`src/rtl/if_stage_pkg.sv`:
```
// Shared pipeline package: fetch FSM encoding and the bubble word.
// Decode imports this so that both stages agree on what a NOP looks like.
package if_stage_pkg;

    typedef enum logic [1:0] {
        IDLE    = 2'd0,
        FETCH   = 2'd1,
        DISCARD = 2'd2,
        HOLD    = 2'd3
    } if_state_e;

    localparam logic [31:0] NOP_INSTR = 32'h0000_0000;

endpackage

```
`src/rtl/if_stage.sv`:
```
// Instruction fetch stage: PC, req/ack fetch FSM, one-entry skid buffer,
// redirect handling with a pending target, and the IF/ID register.
module if_stage
    import if_stage_pkg::*;
#(
    parameter int PC_WIDTH = 6,
    parameter int INSTR_WIDTH = 32,
    parameter logic [INSTR_WIDTH-1:0] NOP_INSTR =
        INSTR_WIDTH'(if_stage_pkg::NOP_INSTR)
) (
    input  logic                   clk,
    input  logic                   rst,
    input  logic                   stall,
    input  logic                   redirect,
    input  logic [PC_WIDTH-1:0]    redirect_pc,
    output logic                   imem_req,
    output logic [PC_WIDTH-1:0]    imem_addr,
    input  logic                   imem_ack,
    input  logic [INSTR_WIDTH-1:0] imem_rdata,
    output logic [INSTR_WIDTH-1:0] Instruction,
    output logic [PC_WIDTH-1:0]    pc_out,
    output logic                   valid_out
);

    if_state_e state, state_nxt;

    logic [PC_WIDTH-1:0]    pc, pc_nxt;
    logic [PC_WIDTH-1:0]    pend, pend_nxt;
    logic [INSTR_WIDTH-1:0] skid, skid_nxt;
    logic [INSTR_WIDTH-1:0] instr_nxt;
    logic [PC_WIDTH-1:0]    pc_out_nxt;
    logic                   valid_nxt;
    logic                   xfer;

    assign imem_req  = (state == FETCH) || (state == DISCARD);
    assign imem_addr = pc;
    assign xfer      = imem_req & imem_ack;

    always_comb begin
        state_nxt  = state;
        pc_nxt     = pc;
        pend_nxt   = pend;
        skid_nxt   = skid;
        instr_nxt  = Instruction;
        pc_out_nxt = pc_out;
        valid_nxt  = valid_out;
        unique case (state)
            IDLE: begin
                state_nxt = FETCH;
                if (redirect) begin
                    pc_nxt    = redirect_pc;
                    instr_nxt = NOP_INSTR;
                    valid_nxt = 1'b0;
                end
            end
            FETCH: begin
                if (redirect) begin
                    instr_nxt = NOP_INSTR;
                    valid_nxt = 1'b0;
                    if (xfer) begin
                        pc_nxt = redirect_pc;
                    end else begin
                        // request to old address must still complete
                        pend_nxt  = redirect_pc;
                        state_nxt = DISCARD;
                    end
                end else if (xfer) begin
                    if (stall) begin
                        skid_nxt  = imem_rdata;
                        state_nxt = HOLD;
                    end else begin
                        instr_nxt  = imem_rdata;
                        pc_out_nxt = pc;
                        valid_nxt  = 1'b1;
                        pc_nxt     = pc + PC_WIDTH'(1);
                    end
                end else if (!stall) begin
                    instr_nxt = NOP_INSTR;
                    valid_nxt = 1'b0;
                end
            end
            DISCARD: begin
                if (redirect) begin
                    pend_nxt = redirect_pc;
                end
                if (redirect || !stall) begin
                    instr_nxt = NOP_INSTR;
                    valid_nxt = 1'b0;
                end
                if (xfer) begin
                    pc_nxt    = redirect ? redirect_pc : pend;
                    state_nxt = FETCH;
                end
            end
            HOLD: begin
                if (redirect) begin
                    pc_nxt    = redirect_pc;
                    instr_nxt = NOP_INSTR;
                    valid_nxt = 1'b0;
                    state_nxt = FETCH;
                end else if (!stall) begin
                    instr_nxt  = skid;
                    pc_out_nxt = pc;
                    valid_nxt  = 1'b1;
                    pc_nxt     = pc + PC_WIDTH'(1);
                    state_nxt  = FETCH;
                end
            end
            default: state_nxt = IDLE;
        endcase
    end

    always_ff @(posedge clk or negedge rst) begin
        if (!rst) begin
            state       <= IDLE;
            pc          <= '0;
            pend        <= '0;
            skid        <= '0;
            Instruction <= NOP_INSTR;
            pc_out      <= '0;
            valid_out   <= 1'b0;
        end else begin
            state       <= state_nxt;
            pc          <= pc_nxt;
            pend        <= pend_nxt;
            skid        <= skid_nxt;
            Instruction <= instr_nxt;
            pc_out      <= pc_out_nxt;
            valid_out   <= valid_nxt;
        end
    end

endmodule

```
`config.mk`:
```
export PLATFORM = sky130hd
export DESIGN_NAME = if_stage
export DESIGN_NICKNAME = d
export VERILOG_FILES = /design/src/rtl/if_stage_pkg.sv /design/src/rtl/if_stage.sv
export SDC_FILE = /design/constraint.sdc
export NUM_CORES = 1
export LEC_CHECK = 0
export BUFFER_PORTS_ARGS = -buffer_cell sky130_fd_sc_hd__buf_2
export CAP_MARGIN = 20
export CORE_MARGIN = 2
export CORE_UTILIZATION = 55
export CTS_BUF_LIST = sky130_fd_sc_hd__clkbuf_8
export CTS_CLUSTER_SIZE = 25
export DETAILED_ROUTE_END_ITERATION = 8
export PLACE_DENSITY_LB_ADDON = 0.08
export SYNTH_ARGS = -nofsm -noshare
export SYNTH_HDL_FRONTEND = slang
export SYNTH_SLANG_ARGS = --single-unit
```
`constraint.sdc`:
```
create_clock -name clk -period 4.5 [get_ports clk]
set_input_delay 0.9 -clock clk [delete_from_list [all_inputs] [get_ports clk]]
set_output_delay 0.9 -clock clk [all_outputs]
set_load 0.05 [all_outputs]
```
# ---- Yosys cells after proc, flatten, opt, wreduce, memory -nomap -nowiden
# Cells that the tools add are included.
dict set report word_totals {
  wordCells 82
  reg_bits 85
  in_bits 43
}
dict set report classes {
  n_bitwise 2
  n_eq_ne 17
  reduce_logical 13
  mux 42
  add_sub_neg 1
}
# op count
set ops {}
lappend ops {{32-bit two-way mux} 8}
lappend ops {{32-bit case mux with 4 select lines} 1}
lappend ops {{6-bit two-way mux} 14}
lappend ops {{6-bit case mux with 2 select lines} 2}
lappend ops {{6-bit case mux with 4 select lines} 1}
lappend ops {{3-bit != test (second input constant)} 5}
lappend ops {{2-bit two-way mux} 7}
lappend ops {{2-bit != test (second input constant)} 7}
lappend ops {{4-bit AND reduction} 3}
lappend ops {{3-bit AND reduction} 3}
lappend ops {{2-bit case mux with 4 select lines} 1}
lappend ops {{1-bit two-way mux} 7}
lappend ops {{6-bit by 1-bit adder with 6-bit output (second input constant)} 1}
lappend ops {{5-bit AND reduction} 1}
lappend ops {{2-bit equality test (second input constant)} 2}
lappend ops {{4-bit != test (second input constant)} 1}
lappend ops {{1-bit case mux with 4 select lines} 1}
lappend ops {{2-bit nonzero test} 2}
lappend ops {{2-bit by 1-bit equality test with 1-bit output (second input constant)} 1}
lappend ops {{2-bit zero test} 1}
lappend ops {{1-bit logical OR} 2}
lappend ops {{2-bit by 1-bit != test with 1-bit output (second input constant)} 1}
lappend ops {{1-bit bitwise AND} 1}
lappend ops {{1-bit zero test} 1}
lappend ops {{1-bit NOT} 1}

# ---- Depth between registers and ports, before layout
# Gate-level depths: netlist (run 1).
dict set report depth {
  depth_word 6
  ltp_mapped 9
  depth_no_buf 6
}

# ---- Worst setup path after synthesis (run 1)
# Ideal clock, no wire load.
dict set report synth_path {
  path_kind {in2reg}
  startpoint {input port redirect}
  endpoint {register pc[3] (netlist: imem_addr[3])}
  required_ps 4371
  arrival_ps 1878
  setup_time_ps 129
  path_slack_ps 2493
  path_stages 5
  cell_sequence {buf_2 -> buf_2 -> mux2_2 -> a221oi_1 -> o31ai_1}
}
dict set report synth_via {
  elab_chain_len 3
}
# item line
set synth_rtl {}
lappend synth_rtl {{from (decl)} if_stage.sv:14} ;# input logic redirect,
lappend synth_rtl {{6-bit two-way mux} if_stage.sv:91} ;# pc_nxt = redirect ? redirect_pc : pend;
lappend synth_rtl {{6-bit two-way mux} if_stage.sv:90} ;# if (xfer) begin
lappend synth_rtl {{6-bit case mux with 4 select lines} if_stage.sv:47} ;# unique case (state)
lappend synth_rtl {{to (signal assigned)} if_stage.sv:124} ;# pc <= pc_nxt;
lappend synth_rtl {{to (decl)} if_stage.sv:27} ;# logic [PC_WIDTH-1:0] pc, pc_nxt;
# Several ways; a longest one is shown, not always the timed one. The select of a mux whose other input is x is not followed.
# A chain may end at the register's enable or synchronous reset.

# ---- Final worst setup path (run 1)
dict set report layout_path {
  startpoint {register state[0]}
  endpoint {output port imem_req}
}
dict set report layout_via {
  elab_chain_len 2
}
# item line
set layout_rtl {}
lappend layout_rtl {{from (decl)} if_stage.sv:25} ;# if_state_e state, state_nxt;
lappend layout_rtl {{from (signal assigned)} if_stage.sv:123} ;# state <= state_nxt;
lappend layout_rtl {{2-bit by 1-bit equality test with 1-bit output / 2-bit equality test (equally long branches)} if_stage.sv:35} ;# assign imem_req = (state == FETCH) || (state == DISCARD);
lappend layout_rtl {{1-bit logical OR (*)} if_stage.sv:35}
lappend layout_rtl {{to (decl)} if_stage.sv:16} ;# output logic imem_req,
# Mark *: on every way between the ends. The rest lies on a longest branch, timed or not.

==> impl_metrics.prom, run 1 <==
# TYPE chip_impl_metric gauge
chip_impl_metric{name="via_count_of_the_first_global_routing_pass",unit=""} 2820
chip_impl_metric{name="setup_total_negative_slack",unit="ns"} 0
chip_impl_metric{name="worst_skew_pair.late_latency",unit="ns"} 0.36
chip_impl_metric{name="power.leakage",unit="uW"} 0.00222
chip_impl_metric{name="critical_path_arrival",unit="ns"} 1.53
chip_impl_metric{name="cpPeakStageDelay",unit="ns"} 0.40
chip_impl_metric{name="floorplan.initialDensity",unit="%"} 57.6
chip_impl_metric{name="post-dp-hpwl",unit="mm"} 5.45
chip_impl_metric{name="post-cts-setup-buffer-count",unit=""} 0
chip_impl_info{name="ys_dominant_reg_cell",value="dfrtp_1"} 1
chip_impl_metric{name="vias_per_cell",unit=""} 5.58
chip_impl_metric{name="drc",unit=""} 0
chip_impl_metric{name="worst_r2r_path_depth",unit=""} 6
chip_impl_metric{name="drive_above_1_share",unit="%"} 37.6
chip_impl_info{name="most-common-layout-cells",value="87 x buf_2, 85 x dfrtp_1, 46 x mux2_2, 38 x nor2_1, 37 x a21oi_1"} 1
chip_impl_info{name="setup.worst_path.start_class",value="register"} 1
chip_impl_metric{name="grt_first_pass_wirelength",unit="mm"} 13.5
chip_impl_metric{name="cp_num_buf_inv",unit=""} 2
chip_impl_info{name="worst_hold_path_startpoint",value="pc_out[1]"} 1
chip_impl_metric{name="drv_slew",unit=""} 0
chip_impl_metric{name="synth-seq-cells",unit=""} 85
chip_impl_metric{name="portBuffers",unit=""} 88
chip_impl_info{name="ff_to_ff_end",value="imem_addr[1]"} 1
chip_impl_info{name="layout_commonest_cell",value="buf_2"} 1
chip_impl_metric{name="path_max_fanout",unit=""} 6
chip_impl_metric{name="finalSetupViolations",unit=""} 0
chip_impl_metric{name="gr-usage-all-layers",unit="%"} 22.4
chip_impl_metric{name="edff_count_synth",unit=""} 0
chip_impl_metric{name="powerDensity",unit="nW/um^2"} 826
chip_impl_metric{name="synth.distinct_cells",unit=""} 42
chip_impl_metric{name="die-width",unit="um"} 88.8
chip_impl_metric{name="critPathRequiredTime",unit="ns"} 3.60
chip_impl_metric{name="synth_seq_area_share",unit="%"} 53.8
chip_impl_metric{name="die-area",unit="sq um"} 7890
chip_impl_metric{name="cts-htree-levels",unit=""} 3
chip_impl_metric{name="antenna_cell_count",unit=""} 0
chip_impl_metric{name="worst-r2r-setup-slack",unit="ns"} 2.19
chip_impl_metric{name="gp_congestion",unit=""} 0.858
chip_impl_metric{name="nets",unit=""} 475
chip_impl_metric{name="tightest_slew",unit="ns"} 0.571
chip_impl_metric{name="maxClockFrequency",unit="GHz"} 0.412
chip_impl_metric{name="yosysWarnings",unit=""} 0
chip_impl_metric{name="grt_antenna_before_repair",unit=""} 0
chip_impl_metric{name="hold_viol",unit=""} 0
chip_impl_metric{name="route.detailed.wl_per_inst",unit="um"} 15.7
chip_impl_metric{name="drt-initial-drc-count",unit=""} 229
chip_impl_metric{name="timing.hold.worst_path_depth",unit=""} 1
chip_impl_metric{name="post_synth_inst_count",unit=""} 351
chip_impl_info{name="worstPathCellList",value="inv_1 > ha_1 > buf_2"} 1
chip_impl_info{name="critical_path.endpoint_type",value="output pin"} 1
chip_impl_metric{name="clock_tree.buffer_depth",unit=""} 2
chip_impl_info{name="cpLargestDelayFamily",value="flip-flops"} 1
chip_impl_metric{name="route.final.wire_length",unit="mm"} 8.29
chip_impl_metric{name="final_min_period_over_clock_period",unit="%"} 54.0
chip_impl_metric{name="pin_count_of_the_biggest_net_entering_global_routing",unit=""} 65
chip_impl_metric{name="vdd.ir_drop.worst",unit="V"} 0.000416
chip_impl_metric{name="drv_cap",unit=""} 0
chip_impl_info{name="worstHoldPathType",value="register to register"} 1
chip_impl_metric{name="design_power_total",unit="uW"} 3800
chip_impl_metric{name="final_util",unit="%"} 67.0
chip_impl_metric{name="grt_overflow",unit=""} 0
chip_impl_metric{name="fin_ws",unit="ns"} 2.07
chip_impl_info{name="regToRegStartpoint",value="state[1]"} 1
chip_impl_info{name="timing.critical_path.slowest_stage_cell",value="dfrtp_1"} 1
chip_impl_info{name="grt_setup_unrepaired",value="false"} 1
chip_impl_info{name="worstHoldEndpoint",value="pc_out[1]"} 1
chip_impl_info{name="cts_tree",value="built"} 1
chip_impl_metric{name="syn-mean-instance-area",unit="sq um"} 11.3
chip_impl_metric{name="fp.coreArea",unit="sq um"} 6870
chip_impl_metric{name="ctsHoldBuffers",unit=""} 0
chip_impl_metric{name="cts_resized",unit=""} 0
chip_impl_metric{name="cts-buffers-inserted",unit=""} 9
chip_impl_metric{name="final_period_minus_worst_setup_slack",unit="ns"} 2.43
chip_impl_metric{name="path_clk_slew",unit="ns"} 0.08
chip_impl_metric{name="slew-limit-headroom",unit="%"} 61.9
chip_impl_metric{name="asr_flop_ratio_synth",unit="%"} 100
chip_impl_info{name="clockRootBuffer",value="clkbuf_8"} 1
chip_impl_metric{name="syn2layout_area_growth",unit="%"} 16.4
chip_impl_metric{name="die-height",unit="um"} 88.8
chip_impl_metric{name="route.antenna.remaining_nets",unit=""} 0
chip_impl_metric{name="routed_vias",unit=""} 2940
chip_impl_metric{name="clock-skew-final",unit="ns"} 0.0128
chip_impl_metric{name="syn-num-nets",unit=""} 400
chip_impl_metric{name="row_count",unit=""} 30
chip_impl_metric{name="nFillCells",unit=""} 560
chip_impl_metric{name="detail_route.first_pass.iterations",unit=""} 4
chip_impl_metric{name="numClockSinks",unit=""} 85
chip_impl_info{name="status",value="completed"} 1
chip_impl_metric{name="io_pins",unit=""} 89
chip_impl_info{name="setup.worst_path.class",value="register to output pin"} 1
chip_impl_metric{name="worst_setup_slack_after_placement",unit="ns"} 1.98
chip_impl_metric{name="post_synth_instance_area",unit="sq um"} 3960
==> worst max-delay path by stage <==
stage	start	to	slack (ns)	cells past startpoint
2_1_floorplan	redirect	imem_addr[3]	2.49	5
3_3_place_gp	redirect	Instruction[21]	2.06	3
3_5_place_dp	redirect	Instruction[27]	1.98	4
4_1_cts	state[1]	Instruction[27]	2.07	6
5_1_grt	state[0]	imem_req	1.97	3
6_report	state[0]	imem_req	2.07	3
==> through the flow <==
stage          cell area (sq um)  hold WS [ns]  instances
2_1_floorplan               3960         0.475        351
3_3_place_gp                4390         0.482        510
3_5_place_dp                4390         0.492        510
4_1_cts                     4580         0.511        526
5_1_grt                     4600         0.520        527
6_report                    4600         0.504        527
==> state kept, by name, summed over array words and instances (netlist names) <==
| signal | flops |
|---|---|
| pc_out | 6 |
| pend | 6 |
| skid | 32 |
| state | 2 |
| Instruction | 32 |
| valid_out | 1 |
| imem_addr | 6 |
==> cell usage after synthesis (3+ instances only) <==
library cell	number	share of area, %
o21ai_0	11	1.4
a221oi_1	3	0.66
a22oi_1	34	6.5
nand2_1	7	0.66
ha_1	6	1.9
o31ai_1	6	1.1
nor2_1	39	3.7
inv_1	6	0.57
and3_1	3	0.47
buf_2	16	2.0
buf_6	3	0.85
a21oi_1	37	4.7
mux2_2	46	13
nor2b_1	7	1.1
a21o_1	3	0.57
clkbuf_1	7	0.66
dfrtp_1	85	54
buf_4	3	0.57
==> worst register-to-register path, stage by stage (launching register included) <==
cell	delay [ns]
dfrtp_1	0.42
inv_1	0.11
ha_1	0.53
o21ai_0	0.16
a21oi_1	0.46
or2_0	0.36
o21ai_0	0.15
==> final cells by class <==
class / instances / area (sq um) / area share, %
Clock inverter: 6 / 53.8 / 1.17
Sequential cell: 85 / 2130 / 46.2
Inverter: 6 / 22.5 / 0.489
Tap cell: 96 / 120 / 2.61
Multi-Input combinational cell: 231 / 1650 / 35.8
Timing Repair Buffer: 93 / 493 / 10.7
Clock buffer: 10 / 138 / 2.99
==> cells by family after synthesis <==
group | share of synthesized area, %
buf+inv | 4.68
simple gates | 8.00
xor+xnor | 0.221
fa+ha+maj | 1.90
compound gates | 17.8
mux | 13.6
flops | 53.8
==> report_power, final <==
part           internal (uW)  leakage [uW]  total [uW]  switching, uW
Sequential              1140       0.00106        1370            227
Clock                    224     0.0000950         514            290
Combinational            607       0.00106        1920           1310
==> routing by layer <==
| layer | global-route usage [%] | up-vias | share of wire (%) |
|---|---|---|---|
| met5 | 0 | - | 0 |
| met4 | 7.02 | 0 | 1.4 |
| met3 | 5.88 | 11 | 5.4 |
| met2 | 35.9 | 79 | 48 |
| met1 | 29.9 | 1418 | 45 |
| li1 | - | 1432 | - |
Power figures use the tool's default switching activity.
==> run 2, diff against run 1 <==
--- a/config.mk
+++ b/config.mk
@@ -5,10 +5,11 @@
 export SDC_FILE = /design/constraint.sdc
 export NUM_CORES = 1
 export LEC_CHECK = 0
+export ABC_AREA = 1
 export BUFFER_PORTS_ARGS = -buffer_cell sky130_fd_sc_hd__buf_2
 export CAP_MARGIN = 20
 export CORE_MARGIN = 2
-export CORE_UTILIZATION = 55
+export CORE_UTILIZATION = 51
 export CTS_BUF_LIST = sky130_fd_sc_hd__clkbuf_8
 export CTS_CLUSTER_SIZE = 25
 export DETAILED_ROUTE_END_ITERATION = 8
==> constraint.sdc (replaced) <==
create_clock -name clk -period 2.2 [get_ports clk]
set_input_delay 0.44 -clock clk [delete_from_list [all_inputs] [get_ports clk]]
set_output_delay 0.44 -clock clk [all_outputs]
set_load 0.05 [all_outputs]
==> run 2 against run 1 <==
Compared with the run above:
- utilization decreased by 5.4 points
- clock power increased by 110%
- sequential share of layout area decreased by 4.2 points
- flip-flop and latch count unchanged
- synthesized cell count increased by 34%
- synthesized area increased by 9.6%
- final cell count increased by 26%
- highest routed layer unchanged
- count of clock-buffer cells in the layout unchanged
- total power increased by 91%
- design area increased by 10%
- worst setup slack got worse by 1.8 ns
- critical path depth increased by 3
==> impl_metrics.prom, run 2 <==
# TYPE chip_impl_metric gauge
chip_impl_metric{name="slew-limit-headroom",unit="%"} 63.1
chip_impl_metric{name="yosysWarnings",unit=""} 0
chip_impl_metric{name="post_synth_instance_area",unit="sq um"} 4330
chip_impl_metric{name="worst_setup_slack_after_placement",unit="ns"} 0.280
chip_impl_metric{name="die-width",unit="um"} 96.2
chip_impl_metric{name="numClockSinks",unit=""} 85
chip_impl_metric{name="critical_path_arrival",unit="ns"} 2.18
chip_impl_metric{name="route.detailed.wl_per_inst",unit="um"} 14.0
chip_impl_info{name="synth.area.top_cells",value="dfrtp_1 49%, mux2_4 10%, o21ai_0 10%"} 1
chip_impl_metric{name="finalSetupViolations",unit=""} 0
chip_impl_metric{name="drv_cap",unit=""} 0
chip_impl_metric{name="drc",unit=""} 0
chip_impl_metric{name="synth.distinct_cells",unit=""} 32
chip_impl_metric{name="route.final.wire_length",unit="mm"} 9.33
chip_impl_metric{name="path_max_fanout",unit=""} 18
chip_impl_metric{name="via_count_of_the_first_global_routing_pass",unit=""} 3280
chip_impl_info{name="cts_tree",value="built"} 1
chip_impl_metric{name="design_power_total",unit="uW"} 7240
chip_impl_metric{name="final_min_period_over_clock_period",unit="%"} 88.5
chip_impl_metric{name="post-dp-hpwl",unit="mm"} 6.44
chip_impl_metric{name="hold_viol",unit=""} 0
chip_impl_metric{name="vdd.ir_drop.worst",unit="V"} 0.000722
chip_impl_metric{name="cts_resized",unit=""} 0
chip_impl_info{name="grt_setup_unrepaired",value="false"} 1
chip_impl_metric{name="post_synth_inst_count",unit=""} 471
chip_impl_metric{name="cts-htree-levels",unit=""} 3
chip_impl_metric{name="netlist.area_leader.share",unit="%"} 49.1
chip_impl_info{name="ys_dominant_reg_cell",value="dfrtp_1"} 1
chip_impl_info{name="setup.worst_path.start_class",value="register"} 1
chip_impl_info{name="yosysTopAreaCell",value="dfrtp_1"} 1
chip_impl_metric{name="post-cts-setup-buffer-count",unit=""} 0
chip_impl_metric{name="route.antenna.remaining_nets",unit=""} 0
chip_impl_metric{name="worst_skew_pair.late_latency",unit="ns"} 0.35
chip_impl_metric{name="drive_above_1_share",unit="%"} 28.6
chip_impl_info{name="worstHoldPathType",value="input port to async pin"} 1
chip_impl_metric{name="drt-initial-drc-count",unit=""} 155
chip_impl_metric{name="cts-buffers-inserted",unit=""} 9
chip_impl_metric{name="portBuffers",unit=""} 88
chip_impl_metric{name="asr_flop_ratio_synth",unit="%"} 100
chip_impl_info{name="status",value="completed"} 1
chip_impl_metric{name="die-height",unit="um"} 96.2
chip_impl_metric{name="gr-usage-all-layers",unit="%"} 21.4
chip_impl_metric{name="die-area",unit="sq um"} 9250
chip_impl_metric{name="final_period_minus_worst_setup_slack",unit="ns"} 1.95
chip_impl_metric{name="clock-skew-final",unit="ns"} 0.00971
chip_impl_metric{name="clock_tree.buffer_depth",unit=""} 2
chip_impl_metric{name="gp_congestion",unit=""} 0.820
chip_impl_info{name="reg_top3",value="Instruction x32, skid x32"} 1
chip_impl_metric{name="antenna_cell_count",unit=""} 0
chip_impl_metric{name="powerDensity",unit="nW/um^2"} 1430
chip_impl_metric{name="maxClockFrequency",unit="GHz"} 0.513
chip_impl_info{name="most-common-layout-cells",value="90 x o21ai_0, 87 x nand2_1, 87 x buf_2, 85 x dfrtp_1, 58 x inv_1"} 1
chip_impl_info{name="critical_path.endpoint_type",value="register"} 1
chip_impl_info{name="setup.worst_path.class",value="register to register"} 1
chip_impl_metric{name="power.leakage",unit="uW"} 0.00272
chip_impl_metric{name="syn-mean-instance-area",unit="sq um"} 9.20
chip_impl_metric{name="fp.coreArea",unit="sq um"} 8220
chip_impl_metric{name="syn2layout_area_growth",unit="%"} 16.9
chip_impl_metric{name="synth-seq-cells",unit=""} 85
chip_impl_metric{name="final_util",unit="%"} 61.6
chip_impl_metric{name="final_cell_area",unit="sq um"} 5060
chip_impl_metric{name="setup_total_negative_slack",unit="ns"} 0
chip_impl_metric{name="cpPeakStageDelay",unit="ns"} 0.42
chip_impl_metric{name="path_clk_slew",unit="ns"} 0.09
chip_impl_metric{name="ctsHoldBuffers",unit=""} 0
chip_impl_metric{name="drv_slew",unit=""} 0
chip_impl_metric{name="detail_route.first_pass.iterations",unit=""} 4
chip_impl_metric{name="grt_antenna_before_repair",unit=""} 0
chip_impl_info{name="worstPathCellList",value="inv_1 > ha_1 > nand2_1 > nand3_4 > buf_12 > mux2_2"} 1
chip_impl_metric{name="vias_per_cell",unit=""} 5.21
chip_impl_metric{name="critPathRequiredTime",unit="ns"} 2.44
chip_impl_metric{name="pin_count_of_the_biggest_net_entering_global_routing",unit=""} 65
chip_impl_metric{name="post_dp_area",unit="sq um"} 4870
chip_impl_info{name="synthMostInstantiatedCell",value="o21ai_0"} 1
chip_impl_metric{name="edff_count_synth",unit=""} 0
chip_impl_info{name="layout_commonest_cell",value="o21ai_0"} 1
chip_impl_info{name="timing.critical_path.slowest_stage_cell",value="dfrtp_1"} 1
chip_impl_metric{name="fin_ws",unit="ns"} 0.252
chip_impl_metric{name="nets",unit=""} 603
chip_impl_metric{name="grt_first_pass_wirelength",unit="mm"} 15.3
chip_impl_info{name="ys_top_cells_by_count",value="90 x o21ai_0, 88 x nand2_1, 85 x dfrtp_1, 58 x inv_1, 37 x nand3_1"} 1
chip_impl_info{name="clockRootBuffer",value="clkbuf_8"} 1
chip_impl_metric{name="floorplan.initialDensity",unit="%"} 52.7
chip_impl_metric{name="grt_overflow",unit=""} 0
chip_impl_metric{name="synth_seq_area_share",unit="%"} 49.1
chip_impl_metric{name="syn-num-nets",unit=""} 520
chip_impl_metric{name="io_pins",unit=""} 89
chip_impl_metric{name="tightest_slew",unit="ns"} 0.553
chip_impl_metric{name="row_count",unit=""} 33
chip_impl_metric{name="routed_vias",unit=""} 3459
-- run 2: cell count changes in the layout (fill, tap and decap cells not counted), sizes merged, moves of 28 or more --
| cell | change |
|---|---|
| nand2 | +85 |
| o21ai | +81 |
| inv | +56 |
| nand3 | +37 |
| a22oi | -34 |
| nor2 | -28 |
-- run 2: layer usage --
metal / wire, um / global-route usage [%] / up-vias / part of all wire [%]
li1: - / - / 1708 / -
met1: 4300 / 29.1 / 1632 / 46
met2: 4380 / 34.2 / 108 / 47
met3: 533 / 4.70 / 11 / 5.7
met4: 114 / 6.55 / 0 / 1.2
met5: 0 / 0 / - / 0
-- run 2: stage by stage --
| stage | instances | hold WS (ns) |
|---|---|---|
| final | 664 | 0.0534 |
| after global placement | 648 | 0.452 |
| after global routing | 664 | 0.0700 |
| after floorplan | 471 | 0.144 |
| after CTS | 664 | 0.0611 |
| after detailed placement | 648 | 0.445 |
-- run 2: worst paths after layout --
path                       slack [ns]               to           start  cells past startpoint
setup / recovery                 0.25  Instruction[14]        state[0]                      6
hold / removal                   0.05          pend[1]             rst                      1
setup reg to reg                 0.25  Instruction[14]        state[0]                      6
hold reg to reg                  0.49        pc_out[2]       pc_out[2]                      2
max in group asynchronous        1.55   Instruction[8]             rst                      2
min in group clk                 0.35         skid[29]  imem_rdata[29]                      3
-- run 2: cell families (layout without fill, tap and decap cells) --
kind of cell / Yosys count / count (layout) / synth area share (%)
fa+ha+maj: 6 / 6 / 1.73
compound gates: 115 / 115 / 13.8
simple gates: 144 / 144 / 15.0
flops: 85 / 85 / 49.1
xor+xnor: 1 / 1 / 0.202
mux: 33 / 33 / 11.2
buf+inv: 87 / 175 / 9.04
-- run 2: power breakdown --
| part | switching (uW) | total [uW] | internal (uW) |
|---|---|---|---|
| Sequential | 393 | 2590 | 2200 |
| Combinational | 2410 | 3590 | 1180 |
| Clock | 603 | 1060 | 459 |
| Total | 3410 | 7240 | 3840 |
-- run 2: critical path: cells and delay by family (launching register included) --
kind,cells,cell delay (ns)
adder cells (fa/ha/maj),1,0.36
buffers and inverters,2,0.35
flip-flops,1,0.42
multiplexers,1,0.35
AND/OR/NAND/NOR,2,0.34
-- run 2: layout make-up --
class                   instances  area (sq um)
clock buffers                  10           138
clock inverters                 6          52.6
fillers                       762          3150
inverters                      61           231
multi-input cells             299          1820
flip-flops and latches         85          2130
well taps                     105           131
repair buffers                 98           568
